--- config.mk ---
export PLATFORM = sky130hd
export DESIGN_NAME = stickit_ctrl
export DESIGN_NICKNAME = d
export VERILOG_FILES = /design/src/rtl/stickit_pkg.sv /design/src/rtl/stickit_rr_arb.sv /design/src/rtl/stickit_ctrl.sv
export SDC_FILE = /design/constraint.sdc
export NUM_CORES = 1
export LEC_CHECK = 0
export ABC_AREA = 1
export ABC_CLOCK_PERIOD_IN_PS = 2400
export BUFFER_PORTS_ARGS = -buffer_cell sky130_fd_sc_hd__buf_4
export CORE_UTILIZATION = 30
export DETAILED_ROUTE_END_ITERATION = 8
export MAX_ROUTING_LAYER = met4
export SLEW_MARGIN = 20
export SYNTH_ARGS = -nofsm -noshare
export SYNTH_HDL_FRONTEND = slang
export SYNTH_SLANG_ARGS = --single-unit
--- constraint.sdc ---
create_clock -name CLK -period 2.4 [get_ports CLK]
set_input_delay 0.36 -clock CLK [delete_from_list [all_inputs] [get_ports CLK]]
set_output_delay 0.36 -clock CLK [all_outputs]
set_load 0.01 [all_outputs]
--- src/rtl/stickit_pkg.sv ---
// Shared types and constants for the StickIt! display-sharing controller.
package stickit_pkg;
  typedef enum logic {IDLE, OWN} state_t;

  localparam int DIGITS  = 8;
  localparam int DIGIT_W = 3;
  localparam int VALUE_W = 32;
  localparam int IDX_W   = 3;  // requester index width, covers up to 8 requesters

  function automatic logic [IDX_W-1:0] oh2idx(input logic [7:0] oh);
    logic [IDX_W-1:0] idx;
    idx = '0;
    for (int k = 0; k < 8; k++)
      if (oh[k]) idx |= IDX_W'(k);
    return idx;
  endfunction
endpackage

--- src/rtl/stickit_rr_arb.sv ---
// Combinational round-robin picker: first set request at or above start, wrapping.
import stickit_pkg::*;

module stickit_rr_arb #(
  parameter int N = 4
) (
  input  logic [N-1:0]     req,
  input  logic [IDX_W-1:0] start,
  output logic [N-1:0]     gnt,
  output logic             vld
);
  logic [N-1:0] mask, hi, sel;

  always_comb begin
    mask = '0;
    for (int k = 0; k < N; k++)
      mask[k] = (IDX_W'(k) >= start);
    hi  = req & mask;
    // no request at/above start means the search wraps to the bottom
    sel = (|hi) ? hi : req;
    gnt = sel & (-sel);
    vld = |req;
  end
endmodule

--- src/rtl/stickit_ctrl.sv ---
// Display-sharing controller: scan divider, digit counter and frame-granular RR ownership.
// Build option: STICKIT_CTRL_IDLE_HOLD_EN keeps the last owner's value on VALUE_OUT in IDLE.
import stickit_pkg::*;

module stickit_ctrl #(
  parameter int N_REQ       = 4,
  parameter int CLK_DIV     = 200,
  parameter int HOLD_FRAMES = 4
) (
  input  logic                     CLK,
  input  logic                     RESET,
  input  logic [N_REQ-1:0]         REQ,
  input  logic [VALUE_W*N_REQ-1:0] REQ_VALUE,
  output logic [N_REQ-1:0]         GNT,
  output logic                     BUSY,
  output logic [VALUE_W-1:0]       VALUE_OUT,
  output logic                     SCAN_EN,
  output logic [DIGIT_W-1:0]       DIGIT
);
  localparam int DIV_W = $clog2(CLK_DIV);
  localparam int FC_W  = (HOLD_FRAMES > 1) ? $clog2(HOLD_FRAMES) : 1;
  localparam logic [DIV_W-1:0]   DIV_LAST   = DIV_W'(CLK_DIV - 1);
  localparam logic [DIV_W-1:0]   DIV_PRE    = DIV_W'(CLK_DIV - 2);
  localparam logic [FC_W-1:0]    FC_LAST    = FC_W'(HOLD_FRAMES - 1);
  localparam logic [IDX_W-1:0]   PTR_LAST   = IDX_W'(N_REQ - 1);
  localparam logic [DIGIT_W-1:0] DIGIT_LAST = DIGIT_W'(DIGITS - 1);

  logic [DIV_W-1:0]   div_cnt;
  state_t             state, state_n;
  logic [FC_W-1:0]    frame_cnt, fcnt_n;
  logic [IDX_W-1:0]   ptr, ptr_n, new_idx, new_ptr;
  logic [N_REQ-1:0]   arb_req, arb_gnt, gnt_n;
  logic               arb_vld, frame_end, own_req, take;
  logic [VALUE_W-1:0] new_val, own_val, val_n;

  // The owner is masked out, so one picker serves both the IDLE pick and the handover.
  // While owning, ptr always equals owner+1 mod N_REQ, the handover start index.
  assign arb_req = REQ & ~GNT;

  stickit_rr_arb #(.N(N_REQ)) u_arb (
    .req   (arb_req),
    .start (ptr),
    .gnt   (arb_gnt),
    .vld   (arb_vld)
  );

  assign frame_end = SCAN_EN && (DIGIT == DIGIT_LAST);
  assign own_req   = |(REQ & GNT);
  assign new_idx   = oh2idx(8'(arb_gnt));
  assign new_ptr   = (new_idx == PTR_LAST) ? '0 : new_idx + 1'b1;

  always_comb begin
    new_val = '0;
    own_val = '0;
    for (int k = 0; k < N_REQ; k++) begin
      if (arb_gnt[k]) new_val |= REQ_VALUE[VALUE_W*k +: VALUE_W];
      if (GNT[k])     own_val |= REQ_VALUE[VALUE_W*k +: VALUE_W];
    end
  end

  always_comb begin
    state_n = state;
    gnt_n   = GNT;
    val_n   = VALUE_OUT;
    fcnt_n  = frame_cnt;
    ptr_n   = ptr;
    take    = 1'b0;
    if (frame_end) begin
      case (state)
        IDLE: take = arb_vld;
        OWN: begin
          if (!own_req) begin
            if (arb_vld) take = 1'b1;
            else begin
              state_n = IDLE;
              gnt_n   = '0;
              fcnt_n  = '0;
`ifdef STICKIT_CTRL_IDLE_HOLD_EN
              val_n   = VALUE_OUT;
`else
              val_n   = '0;
`endif
            end
          end else if (frame_cnt == FC_LAST && arb_vld) begin
            take = 1'b1;
          end else begin
            val_n = own_val;
            if (frame_cnt != FC_LAST) fcnt_n = frame_cnt + 1'b1;
          end
        end
        default: ;
      endcase
    end
    if (take) begin
      state_n = OWN;
      gnt_n   = arb_gnt;
      val_n   = new_val;
      fcnt_n  = '0;
      ptr_n   = new_ptr;
    end
  end

  always_ff @(posedge CLK) begin
    if (RESET) begin
      div_cnt   <= '0;
      SCAN_EN   <= 1'b0;
      DIGIT     <= '0;
      state     <= IDLE;
      frame_cnt <= '0;
      ptr       <= '0;
      GNT       <= '0;
      BUSY      <= 1'b0;
      VALUE_OUT <= '0;
    end else begin
      div_cnt   <= (div_cnt == DIV_LAST) ? '0 : div_cnt + 1'b1;
      // registered strobe lands in the cycle where div_cnt reads CLK_DIV-1
      SCAN_EN   <= (div_cnt == DIV_PRE);
      if (SCAN_EN) DIGIT <= DIGIT + 1'b1;
      state     <= state_n;
      frame_cnt <= fcnt_n;
      ptr       <= ptr_n;
      GNT       <= gnt_n;
      BUSY      <= |gnt_n;
      VALUE_OUT <= val_n;
    end
  end
endmodule
=== Word level (Yosys, flattened, before mapping) ===
Index checks and enable logic that the tools add are counted.
Widths: inputs -> output; s select.

* Add/subtract/negate cells: 5
* Magnitude comparators: 4
* Equal/unequal tests: 11
* Mux-type cells: 37
* Bitwise logic cells: 12
* Reductions and logical operators: 12

{| class="wikitable"
|+ Operators with widths
! kind !! count
|-
| $mux 32 || 14
|-
| $or 32x32->32 || 6
|-
| $mux 4 || 6
|-
| $and 4x4->4 || 4
|-
| $eq 8x8->1 const B || 2
|-
| $reduce_or 4->1 || 4
|-
| $mux 2 || 6
|-
| $mux 1 || 9
|-
| $add 8x1->8 const B || 1
|-
| $ge 1x3->1 const A || 2
|-
| $ge 2x3->1 const A || 2
|-
| $reduce_and 5->1 || 1
|-
| $eq 2x2->1 const B || 2
|-
| $ne 2x1->1 const B || 2
|-
| $ne 2x2->1 const B || 2
|-
| $neg 4->4 || 1
|-
| $not 4->4 || 1
|-
| $reduce_and 4->1 || 1
|-
| $reduce_bool 2->1 || 2
|-
| $reduce_or 2->1 || 2
|-
| $add 2x1->3 const B || 1
|-
| $add 3x1->3 const B || 1
|-
| $eq 3x3->1 const B || 1
|-
| $mux 3 || 1
|-
| other kinds (6) || 7
|}

* Flip-flop bits (word level): 55
* Bits of input ports: 134
* Output and inout bits: 41
* Word-level logic and storage cells: 90

=== Logic depth before layout (Yosys ltp) ===
* Depth after elaboration: 15
* Mapped depth: 16
* Gate-level depth less buffers: 14

=== Cells and area by module ===
A second synthesis with hierarchy kept.

* Cell total of the unflattened synthesis: 749
* Area, all modules: 4,470.5 sq um

{| class="wikitable"
|+ By module, submodules not included
! module !! instances !! cells each !! area each (sq um) !! sequential area each (sq um)
|-
| stickit_ctrl || 1 || 722 || 4,344.2 || 1,081.0
|-
| stickit_rr_arb || 1 || 27 || 126.4 || 0.0
|}

=== Least setup slack after synthesis ===
Ideal clock, no wire load.

* Path kind: reg-to-reg
* Start point: register DIGIT[0]
* End point: register VALUE_OUT[23]
* Library setup time: 117 ps
* Arrival time: 1,700 ps
* Required time: 2,283 ps
* Slack: 583 ps
* Cell stages (with the launch flop): 14
* Buffers on the path: 2
* Clock period less this slack: 1,817 ps
* Cells stage by stage: dfxtp_1 -> ha_1 -> ha_1 -> nand2_1 -> inv_1 -> nand2_4 -> inv_4 -> nand2_8 -> buf_8 -> buf_8 -> a21oi_2 -> nand3_1 -> nor2_1 -> nor2_1

* Word-level cells in the longest chain between the ends: 5
* Elaborated cells between the ends (all ways): 9
* Those cells by class: eq/ne (3); mux (2); reduce/logical (4)

{| class="wikitable"
|+ RTL lines
! element !! RTL line !! source
|-
| start: declaration || stickit_ctrl.sv:18 || <nowiki>output logic [DIGIT_W-1:0] DIGIT</nowiki>
|-
| start signal: assignment || stickit_ctrl.sv:118 || <nowiki>if (SCAN_EN) DIGIT <= DIGIT + 1'b1;</nowiki>
|-
| $eq 3x3->1 (*) || stickit_ctrl.sv:47 || <nowiki>assign frame_end = SCAN_EN && (DIGIT == DIGIT_LAST);</nowiki>
|-
| $logic_and 1x1->1 (*) || stickit_ctrl.sv:47 ||
|-
| $mux 1 || stickit_ctrl.sv:68 || <nowiki>if (frame_end) begin</nowiki>
|-
| $ne 3x3->1 (no source line), or another cell as far along || - ||
|-
| $reduce_and 4->1 (no source line) || - ||
|-
| end signal: assignment || stickit_ctrl.sv:124 || <nowiki>VALUE_OUT <= val_n;</nowiki>
|-
| end: declaration || stickit_ctrl.sv:16 || <nowiki>output logic [VALUE_W-1:0] VALUE_OUT,</nowiki>
|}

Mark *: on every way between the ends. The rest lies on a longest branch, timed or not.
A chain may end at the register's enable or synchronous reset.

=== Worst setup path in the final report ===
* Start point: register GNT[1]
* End point: register VALUE_OUT[9]

* Word-level cells in the longest chain between the ends: 15
* Elaborated cells between the ends (all ways): 38
* Those cells by class: add/sub (1); eq/ne (2); mux (18); bitwise (10); reduce/logical (7)

{| class="wikitable"
|+ RTL lines
! element !! RTL line !! source
|-
| start: declaration || stickit_ctrl.sv:14 || <nowiki>output logic [N_REQ-1:0] GNT,</nowiki>
|-
| start signal: assignment || stickit_ctrl.sv:122 || <nowiki>GNT <= gnt_n;</nowiki>
|-
| $not 4->4 || stickit_ctrl.sv:38 || <nowiki>assign arb_req = REQ & ~GNT;</nowiki>
|-
| $and 4x4->4 || stickit_ctrl.sv:38 ||
|-
| $and 4x4->4 || stickit_rr_arb.sv:18 || <nowiki>hi = req & mask;</nowiki>
|-
| $reduce_or 4->1 || stickit_rr_arb.sv:20 || <nowiki>sel = (|hi) ? hi : req;</nowiki>
|-
| $mux 4 || stickit_rr_arb.sv:20 ||
|-
| $neg 4->4 || stickit_rr_arb.sv:21 || <nowiki>gnt = sel & (-sel);</nowiki>
|-
| $and 4x4->4 || stickit_rr_arb.sv:21 ||
|-
| $mux 32 || stickit_ctrl.sv:56 || <nowiki>if (arb_gnt[k]) new_val |= REQ_VALUE[VALUE_W*k +: VALUE_W];</nowiki>
|-
| $or 32x32->32 || stickit_ctrl.sv:56 ||
|-
| $mux 32 || stickit_ctrl.sv:56 ||
|-
| $or 32x32->32 || stickit_ctrl.sv:56 ||
|-
| $mux 32 || stickit_ctrl.sv:56 ||
|-
| $or 32x32->32 || stickit_ctrl.sv:56 ||
|-
| $mux 32 || stickit_ctrl.sv:56 ||
|-
| $mux 32 || stickit_ctrl.sv:94 || <nowiki>if (take) begin</nowiki>
|}

Parallel ways exist; a longest one is shown, timed or not. The select of a mux whose other input is x is not followed.

==> out/qor.txt <==
I/O pin count - 175
Placed cell count - 1115
Fmax - 0.447 GHz
R2r startpoint - GNT[1]$_SDFF_PP0_
Final wirelength - 18900 um
H-tree Lvls - 2
Startpoint Class - register
Die height - 126 um
WS Path Type - reg2reg
Diodes inserted - 0
Setup crit end kind - register
Fin crit period - 2.24 ns
Worst-Skew Late Latency - 0.31 ns
Unrepaired setup endpoints after global routing - false
Clock transition at path regs - 0.08 ns
Iteration-0 DRC Markers - 531
Clock share of power - 38.9%
HPWL Detailed - 12800 um
Drt drc - 0
Most frequent cells in the layout - nand2_1 (271), buf_4 (193), nand3_1 (123)
Largest net degree at the start of global routing - 39
GP Congestion - 0.901
Critical Path AT - 2.49 ns
Switch share - 28.3%
Mapped Area - 4630 um^2
Worst Tran Pin Value - 0.581 ns
FF+latch area - 1090 um^2
TritonCTS clock tree - built
Cell Int Power - 1.47 mW
Cts bufs inserted - 5
Net switching power - 582 uW
# rows - 45
# fillers - 1601
First-pass GRT wire length - 29100 um
# hold bufs at CTS - 0
Final Hold Vio Count - 0
Worst hold path depth - 2
Nets@finish - 1074
Critical Path RT - 2.65 ns
Share of layout cells above drive strength 1 - 26.7%
Layout Skew - 0.00444 ns
Drt wl/cell - 16.8 um
Pwr Density - 330 nW/um^2
GRT overflow - 0
Total number of vias - 5926
Power share of the combinational group - 17.1%
Max-slew headroom - 61.2%
Hold Path Class - in2reg
Syn nets - 926
#FFs+latches synth - 54
Fin. max-slew vios - 0
CTS max path bufs - 2
Mapped Cells - 787
Sequential element share of the synthesized area - 23.3%
PostCTS Resize Cnt - 0
Clk root buf - clkbuf_16
Area Overhead vs Synth - 34.6%
Number of setup buffers added after CTS - 0
Reg power frac - 43.9%
Syn Area/Cell - 5.89 um^2
Final Setup Violations - 0
Routed Antenna Nets - 0
Die Wd - 126 um
Final period util - 93.3%
Vias/cell - 5.27
Hold wc startpoint - RESET
YS warnings - 0
Port bufs - 174
Count of cell types in the netlist - 33
Leakage - 2.73 nW
R2R depth - 14
Initial antenna violation count - 0
Critical path peak fanout - 25
Vias in the first global route - 5409
Synth top area share - 23.3%
Die area - 15900 um^2
Synth top area cells - dfxtp_1 (23%), nand2_1 (22%), nand3_1 (13%)
Core footprint - 15100 um^2
Area of the multi-input gates - 3130 um^2
Starting Density - 30.6%
CP Launch Point - GNT[1]$_SDFF_PP0_
GR Util All Layers - 23.8%
Final Non-Filler Cells - 1124
Status - completed
Drt first pass iters - 5
Clock Sinks - 54
Commonest non-fill, non-tap cell in the layout - nand2_1
IR drop worst, VDD - 0.264 mV
Post-synth top area cell - dfxtp_1
TNS Setup - 0 ns
Max-cap check violation count - 0
-- kinds of logic (layout without fill, tap and decap cells) --
family	Yosys count	after routing	synth area share (%)
and+or+nand+nor	521	522	49.0
DFF	54	54	23.3
buffers and inverters	90	238	9.94
xor gates and xnor gates	1	1	0.189
adders and majority gates	5	5	1.35
AOI/OAI and AO/OA	116	116	16.2
-- cell usage after synthesis --
cell,instances
a21oi_1,34
a21oi_2,9
a221oi_1,3
a41oi_1,29
buf_2,9
buf_4,11
buf_6,6
buf_8,2
clkbuf_1,28
dfxtp_1,54
ha_1,5
inv_1,25
inv_2,8
inv_4,1
nand2_1,271
nand2_2,5
nand2_4,4
nand2_8,1
nand3_1,123
nand4_1,2
nor2_1,98
nor2_2,4
nor2_4,3
nor2_8,3
nor3_1,3
nor3b_1,2
nor4_1,2
o211a_1,1
o21ai_0,35
o21ai_1,2
o21ai_2,2
o31ai_1,1
xnor2_1,1
-- final timing paths --
kind	end	slack, ns
setup / recovery	VALUE_OUT[9]$_SDFFE_PP0P_	0.16
hold / removal	GNT[0]$_SDFF_PP0_	0.29
setup reg to reg	VALUE_OUT[9]$_SDFFE_PP0P_	0.16
hold reg to reg	frame_cnt[1]$_SDFFE_PP0P_	0.47
-- metrics by stage --
step | cell area (um^2) | hold WS, ns | utilization, % | total power, mW | setup slack, ns
after floorplan | 4630 | 0.441 | - | 1.02 | 0.583
after global placement | 6060 | 0.462 | 40.0 | 1.27 | 0.122
after detailed placement | 6060 | 0.462 | 40.0 | 1.27 | 0.114
after CTS | 6210 | 0.289 | 41.0 | 2.08 | 0.0866
after global routing | 6240 | 0.306 | 41.2 | 2.14 | 0.00634
final | 6240 | 0.289 | 41.2 | 2.06 | 0.161
-- metal layers --
metal | vias to the layer above | routed length (um) | GRT usage [%]
met4 | 0 | 363 | 6.80
met3 | 23 | 1730 | 3.87
met5 | - | 0 | -
met2 | 320 | 8540 | 38.5
li1 | 2904 | - | -
met1 | 2679 | 8280 | 30.4
-- layout make-up --
type | instances | share of cell area (%)
repair buffers | 196 | 24.1
clock buffers | 5 | 2.01
flip-flops and latches | 54 | 17.4
clock inverters | 3 | 0.461
well taps | 188 | 3.77
multi-input cells | 644 | 50.1
inverters | 34 | 2.09
-- flip-flops by register name, summed over array words and instances (netlist names) --
register / flops
state: 1
frame_cnt: 2
div_cnt: 8
ptr: 2
GNT: 4
DIGIT: 3
VALUE_OUT: 32
BUSY: 1
SCAN_EN: 1
-- critical path: stages, from the launching register on --
cell and delay (ns):
dfxtp_2 0.39, buf_4 0.23, nand2_1 0.07, nand2_1 0.10
nor2_4 0.05, o21ai_2 0.23, nand2_4 0.10, nand2_8 0.25
buf_8 0.24, nand2_1 0.13, nor2_1 0.12, nor2_1 0.05
nand2_1 0.07, nor2_1 0.04, nor2_1 0.08
-- power groups by stage --
| stage | combinational [mW] | sequential [mW] | clock, mW |
|---|---|---|---|
| 3_5_place_dp | 0.347 | 0.925 | 0 |
| 2_1_floorplan | 0.0977 | 0.924 | 0 |
| 5_1_grt | 0.379 | 0.904 | 0.859 |
| 6_report | 0.352 | 0.904 | 0.801 |
| 4_1_cts | 0.348 | 0.904 | 0.828 |
| 3_3_place_gp | 0.348 | 0.925 | 0 |
(Power assumes the default switching activity.)
